## src/rtl/alu_pkg.sv

```systemverilog
// Shared definitions for the R-type issue stage: MIPS funct codes, ALU select
// codes, stage states and the funct-to-select decoder.
package alu_pkg;

  localparam int DEF_DATA_W = 32;
  localparam int DEF_AW     = 5;

  localparam logic [5:0] FUNCT_ADD = 6'h20;
  localparam logic [5:0] FUNCT_SUB = 6'h22;
  localparam logic [5:0] FUNCT_AND = 6'h24;
  localparam logic [5:0] FUNCT_OR  = 6'h25;
  localparam logic [5:0] FUNCT_NOR = 6'h27;
  localparam logic [5:0] FUNCT_SLT = 6'h2A;

  localparam logic [3:0] SEL_AND = 4'd0;
  localparam logic [3:0] SEL_OR  = 4'd1;
  localparam logic [3:0] SEL_ADD = 4'd2;
  localparam logic [3:0] SEL_SUB = 4'd6;
  localparam logic [3:0] SEL_SLT = 4'd7;
  localparam logic [3:0] SEL_NOR = 4'd12;

  typedef enum logic [1:0] {IDLE, EXEC, WB, ERR} state_e;

  typedef struct packed {
    logic       legal;
    logic [3:0] sel;
  } dec_t;

  // Only op==0 R-type encodings with a supported funct are legal.
  function automatic dec_t decode(input logic [5:0] op, input logic [5:0] funct);
    dec_t d;
    d.legal = (op == 6'd0);
    d.sel   = SEL_AND;
    case (funct)
      FUNCT_AND: d.sel = SEL_AND;
      FUNCT_OR:  d.sel = SEL_OR;
      FUNCT_ADD: d.sel = SEL_ADD;
      FUNCT_SUB: d.sel = SEL_SUB;
      FUNCT_SLT: d.sel = SEL_SLT;
      FUNCT_NOR: d.sel = SEL_NOR;
      default:   d.legal = 1'b0;
    endcase
    return d;
  endfunction

endpackage

```

## src/rtl/reg_file.sv

```systemverilog
// 2^AW x DATA_W register file: two operand read ports, one debug read port,
// one synchronous write port. Register 0 always reads 0 and ignores writes.
module reg_file import alu_pkg::*; #(
  parameter int DATA_W = DEF_DATA_W,
  parameter int AW     = DEF_AW
) (
  input  logic              clk,
  input  logic              rst_n,
  input  logic [AW-1:0]     ra_addr,
  output logic [DATA_W-1:0] ra_data,
  input  logic [AW-1:0]     rb_addr,
  output logic [DATA_W-1:0] rb_data,
  input  logic [AW-1:0]     dbg_addr,
  output logic [DATA_W-1:0] dbg_data,
  input  logic              we,
  input  logic [AW-1:0]     wa,
  input  logic [DATA_W-1:0] wd
);

  localparam int NREG = 1 << AW;

  logic [DATA_W-1:0] regs_q [NREG];
  logic [DATA_W-1:0] regs_d [NREG];

  // NOTE: every always_comb output gets a default first so no path leaves it unassigned (no latch).
  always_comb begin
    regs_d = regs_q;
    if (we && wa != '0) regs_d[wa] = wd;
  end

  // NOTE: this array is cleared on reset on purpose; the block must read all-zero registers after reset.
  // NOTE: sequential state uses non-blocking (<=) so every flop samples pre-edge values.
  always_ff @(posedge clk) begin
    if (!rst_n) begin
      for (int i = 0; i < NREG; i++) regs_q[i] <= '0;
    end else begin
      regs_q <= regs_d;
    end
  end

  assign ra_data  = (ra_addr  == '0) ? '0 : regs_q[ra_addr];
  assign rb_data  = (rb_addr  == '0) ? '0 : regs_q[rb_addr];
  assign dbg_data = (dbg_addr == '0) ? '0 : regs_q[dbg_addr];

endmodule

```

## src/rtl/rtype_issue.sv

```systemverilog
// Operand fetch, decode and writeback around an external combinational ALU.
// One R-type instruction per three cycles; illegal encodings pulse err.
module rtype_issue import alu_pkg::*; #(
  parameter int DATA_W = DEF_DATA_W,
  parameter int AW     = DEF_AW
) (
  input  logic              clk,
  input  logic              rst_n,
  input  logic              in_valid,
  output logic              in_ready,
  input  logic [31:0]       in_instr,
  input  logic              ld_en,
  input  logic [AW-1:0]     ld_addr,
  input  logic [DATA_W-1:0] ld_data,
  output logic [DATA_W-1:0] alu_x,
  output logic [DATA_W-1:0] alu_y,
  output logic [3:0]        alu_sel,
  input  logic [DATA_W-1:0] alu_r,
  input  logic              alu_z,
  output logic              wb_valid,
  output logic [AW-1:0]     wb_rd,
  output logic [DATA_W-1:0] wb_data,
  output logic              wb_zero,
  output logic              err,
  input  logic [AW-1:0]     dbg_addr,
  output logic [DATA_W-1:0] dbg_data
);

  state_e            state_q, state_d;
  logic [AW-1:0]     rd_q, rd_d, wb_rd_q, wb_rd_d;
  logic [DATA_W-1:0] alu_x_q, alu_x_d, alu_y_q, alu_y_d, wb_data_q, wb_data_d;
  logic [3:0]        alu_sel_q, alu_sel_d;
  logic              wb_zero_q, wb_zero_d;

  logic [AW-1:0]     rs, rt, rd, rf_wa;
  logic [DATA_W-1:0] rs_data, rt_data, rf_wd;
  logic              rf_we;
  dec_t              dec;
  logic              unused_shamt;

  assign rs = in_instr[21 +: AW];
  assign rt = in_instr[16 +: AW];
  assign rd = in_instr[11 +: AW];
  assign dec = decode(in_instr[31:26], in_instr[5:0]);
  // shamt plays no part in R-type ALU decode.
  assign unused_shamt = ^in_instr[10:6];

  reg_file #(.DATA_W(DATA_W), .AW(AW)) u_rf (
    .clk      (clk),
    .rst_n    (rst_n),
    .ra_addr  (rs),
    .ra_data  (rs_data),
    .rb_addr  (rt),
    .rb_data  (rt_data),
    .dbg_addr (dbg_addr),
    .dbg_data (dbg_data),
    .we       (rf_we),
    .wa       (rf_wa),
    .wd       (rf_wd)
  );

  always_comb begin
    state_d   = state_q;
    rd_d      = rd_q;
    alu_x_d   = alu_x_q;
    alu_y_d   = alu_y_q;
    alu_sel_d = alu_sel_q;
    wb_rd_d   = wb_rd_q;
    wb_data_d = wb_data_q;
    wb_zero_d = wb_zero_q;
    rf_we     = 1'b0;
    rf_wa     = ld_addr;
    rf_wd     = ld_data;
    case (state_q)
      IDLE: begin
        if (ld_en) begin
          rf_we = 1'b1;
        end else if (in_valid) begin
          rd_d    = rd;
          alu_x_d = rs_data;
          alu_y_d = rt_data;
          if (dec.legal) begin
            alu_sel_d = dec.sel;
            state_d   = EXEC;
          end else begin
            state_d = ERR;
          end
        end
      end
      EXEC: begin
        rf_we     = 1'b1;
        rf_wa     = rd_q;
        rf_wd     = alu_r;
        wb_rd_d   = rd_q;
        wb_data_d = alu_r;
        wb_zero_d = alu_z;
        state_d   = WB;
      end
      default: state_d = IDLE;
    endcase
  end

  always_ff @(posedge clk) begin
    if (!rst_n) begin
      state_q   <= IDLE;
      rd_q      <= '0;
      alu_x_q   <= '0;
      alu_y_q   <= '0;
      alu_sel_q <= '0;
      wb_rd_q   <= '0;
      wb_data_q <= '0;
      wb_zero_q <= 1'b0;
    end else begin
      state_q   <= state_d;
      rd_q      <= rd_d;
      alu_x_q   <= alu_x_d;
      alu_y_q   <= alu_y_d;
      alu_sel_q <= alu_sel_d;
      wb_rd_q   <= wb_rd_d;
      wb_data_q <= wb_data_d;
      wb_zero_q <= wb_zero_d;
    end
  end

  // Ready is held low while reset is asserted, even though the state is already IDLE.
  assign in_ready = rst_n && (state_q == IDLE) && !ld_en;
  assign wb_valid = (state_q == WB);
  assign err      = (state_q == ERR);
  assign alu_x    = alu_x_q;
  assign alu_y    = alu_y_q;
  assign alu_sel  = alu_sel_q;
  assign wb_rd    = wb_rd_q;
  assign wb_data  = wb_data_q;
  assign wb_zero  = wb_zero_q;

endmodule
```

## config.mk

```make
export PLATFORM = sky130hd
export DESIGN_NAME = rtype_issue
export DESIGN_NICKNAME = d
export VERILOG_FILES = /design/src/rtl/alu_pkg.sv /design/src/rtl/reg_file.sv /design/src/rtl/rtype_issue.sv
export SDC_FILE = /design/constraint.sdc
export NUM_CORES = 2
export LEC_CHECK = 0
export BUFFER_PORTS_ARGS = -buffer_cell sky130_fd_sc_hd__clkbuf_2
export CORE_ASPECT_RATIO = 0.8
export CORE_UTILIZATION = 40
export CTS_BUF_LIST = sky130_fd_sc_hd__clkbuf_4 sky130_fd_sc_hd__clkbuf_8
export DETAILED_ROUTE_END_ITERATION = 8
export MAX_ROUTING_LAYER = met4
export PLACE_DENSITY = 0.56
export SYNTH_ARGS = -nofsm -noshare
export SYNTH_HDL_FRONTEND = slang
export SYNTH_SLANG_ARGS = --single-unit
```

## constraint.sdc

```tcl
create_clock -name clk -period 3.12 [get_ports clk]
set_clock_uncertainty 0.05 [all_clocks]
set_input_delay 0.312 -clock clk [delete_from_list [all_inputs] [get_ports clk]]
set_output_delay 0.312 -clock clk [all_outputs]
set_load 0.005 [all_outputs]
```

==> qor.yml <==
synth_cells: 5884
setup_tns_ps: 0
die_w_um: 457.2
critical_path_class: "flip-flop to primary output"
synth_top_area_share_pct: 34.33
hold_viol: 0
power_mw: 34.88
ir_drop_mv: 0.3145
holdPathEnd: "wb_data[21]"
vias: 54890
whs_ps: 82.61
detail-route-antenna-nets: 0
crit_fanout: 4
synthToLayoutAreaGrowth_pct: 15.07
min_from: "alu_r[21]"
reg2reg_to: "alu_y[31]"
drv_slew: 0
hold_path.class: "primary input to flip-flop"
maxCapViolCount: 0
drc: 0
rows: 133
layout_setup_ws_ps: 24.13
cpMaxStageDelayCell: "mux4_2"
power-per-cell-area_nw_per_um2: 457.2
synth_area_leaders: "dfxtp_1 (34%), mux4_2 (22%), o211a_1 (15%)"
relSlewSlack_pct: 21.16
syn_nets: 5995
preCtsSetupSlack_ps: 30.26
root_buffer: "clkbuf_8"
clk_latency_ps: 990
wl_per_cell_um: 31.08
min_path_cells: 4
grt_pass1_vias: 52900
rrSetupSlack_ps: 230
reg2reg_from: "state_q[0]"
ios: 252
crit_path_max_incr_delay_ps: 480
final_util_pct: 46.40
rsz0062_at_grt: "yes"
synthesis.area_um2: 66300
grt_pass1_wl_mm: 376.0
ys_seq_area_share_pct: 34.33
path_buf_inv: 1
design_area_um2: 76290
yosysWarnings: 0
finalSetupViolations: 0
dieArea_um2: 167400
post-route-period-util_pct: 99.23
cts_tree: "done"
design.core.area_um2: 164400
cp_num_cells: 6
yosysTopAreaCell: "dfxtp_1"
synth_edf_count: 0
stdcell_count: 8341
port_buffers: 246
cts_max_path_buffers: 3
ff2ff_path_depth: 7
crit_family: "multiplexers"
drt-initial-drc-count: 6885
antenna_found_initial: 5
yosys_most_used_dff: "dfxtp_1"
synth.distinct_cells: 58
yosysMostFrequentCell: "dfxtp_1"
nNetsFinal: 6121
ys_top_cells_by_count: "dfxtp_1 (1,137), nand2_1 (1,107), o211a_1 (992)"
min_period_ps: 3096
crit_chain: "mux4_2 -> mux2i_1 -> nor2_1 -> a221oi_2 -> a21oi_1 -> clkbuf_2"
overflow: 0
gp_congestion: 0.8878
drive_above_1_share_pct: 30.19
clock_sinks: 1137
max_freq_mhz: 323.0
syn_area_per_cell_um2: 11.27
dp.final_hpwl_mm: 161.0
critPathArrivalTime_ps: 2730
die_h_um: 366.2
vias_per_cell: 6.580
leakagePower_nw: 39.24
dp.cells: 7866
drt_wl_total_mm: 259.2
drt_pass1_iterations: 6
cp.required_ps: 2760
worstMarginPinSlew_ps: 1177
clk_pin_slew_ps: 60
outcome: "finished clean"
cts-buffers-inserted: 200
start_util_pct: 40.33
ys_seq_elements: 1137
grt_usage_pct: 31.30
grt_max_degree: 218
critPathCaptureType: "primary output"
postPlaceCellArea_um2: 70430
cts_max_level: 4
ys_async_sr_fraction_pct: 0
start_kind: "flip-flop"
-- final cells by class --
cell class | count | area (um2)
Antenna cell | 7 | 17.52
Timing Repair Buffer | 653 | 5937
Clock buffer | 317 | 4038
Multi-Input combinational cell | 4011 | 40290
Sequential cell | 1137 | 22810
Clock inverter | 49 | 474.2
Inverter | 7 | 26.28
Fill cell | 15000 | 88120
Tap cell | 2160 | 2703
-- worst min-delay path: stages --
cell	delay, ps
dlygate4sd3_1	530
clkbuf_2	100
nand2_1	60
a21boi_0	70
-- sequential cells by signal, indices dropped and copies added (netlist names) --
signal       count
u_rf.regs_q   1024
alu_x           32
alu_y           32
wb_data         32
rd_q             5
wb_rd            5
alu_sel          4
state_q          2
wb_zero          1
-- layer usage --
metal  share of wire, %  wire length [um]  track usage (%)  vias to the layer above
met5                  0                 0                -                        -
met4                4.1             10590            12.66                        0
met3                9.3             24050            6.236                      564
met2                 45            116200            46.33                     2946
met1                 42            108300            41.76                    28250
li1                   -                 -                -                    23130
-- worst max-delay path by stage --
stage                          start           end  slack (ps)
global placement         dbg_addr[1]  dbg_data[14]          30
finish              u_rf.regs_q[173]  dbg_data[13]          20
floorplan                dbg_addr[1]  dbg_data[10]         630
detailed placement       dbg_addr[1]  dbg_data[14]          30
CTS                 u_rf.regs_q[145]  dbg_data[17]         -50
global route        u_rf.regs_q[142]  dbg_data[14]         -80
-- where the power goes --
group | switching (mW) | leakage [nW] | internal (mW)
Sequential | 0.248 | 9.19 | 14.8
Combinational | 2.64 | 27.6 | 1.60
Clock | 6.85 | 2.40 | 8.80
-- logic make-up after synthesis --
logic type | synth area share [%]
mux | 30.02
flops | 34.33
compound gates | 21.43
simple gates | 8.515
buf+inv | 5.701
-- cell usage in the layout, fill, tap and decap left out, types with 34 or more instances in the layout --
cell type,count
buf_4,207
buf_12,102
mux2_2,130
a21boi_0,40
a22oi_1,192
a21oi_1,54
mux4_2,640
nor2b_1,36
dfxtp_2,34
dfxtp_1,1102
clkbuf_2,229
nand2_1,1105
mux2i_1,393
clkbuf_8,266
o221ai_1,38
clkbuf_4,52
a211o_1,50
dlygate4sd3_1,99
and2_1,34
o211ai_1,50
o211a_1,992
-- repair_timing --
item                                   in CTS  in global routing
setup buffers                               0                  3
gates resized for setup                    36                 54
endpoints found under the hold margin    1041                  0
pin swaps                                   4                  5
setup endpoints to repair                  22                 22
hold buffers                               99                  0
(Power assumes the default switching activity.)
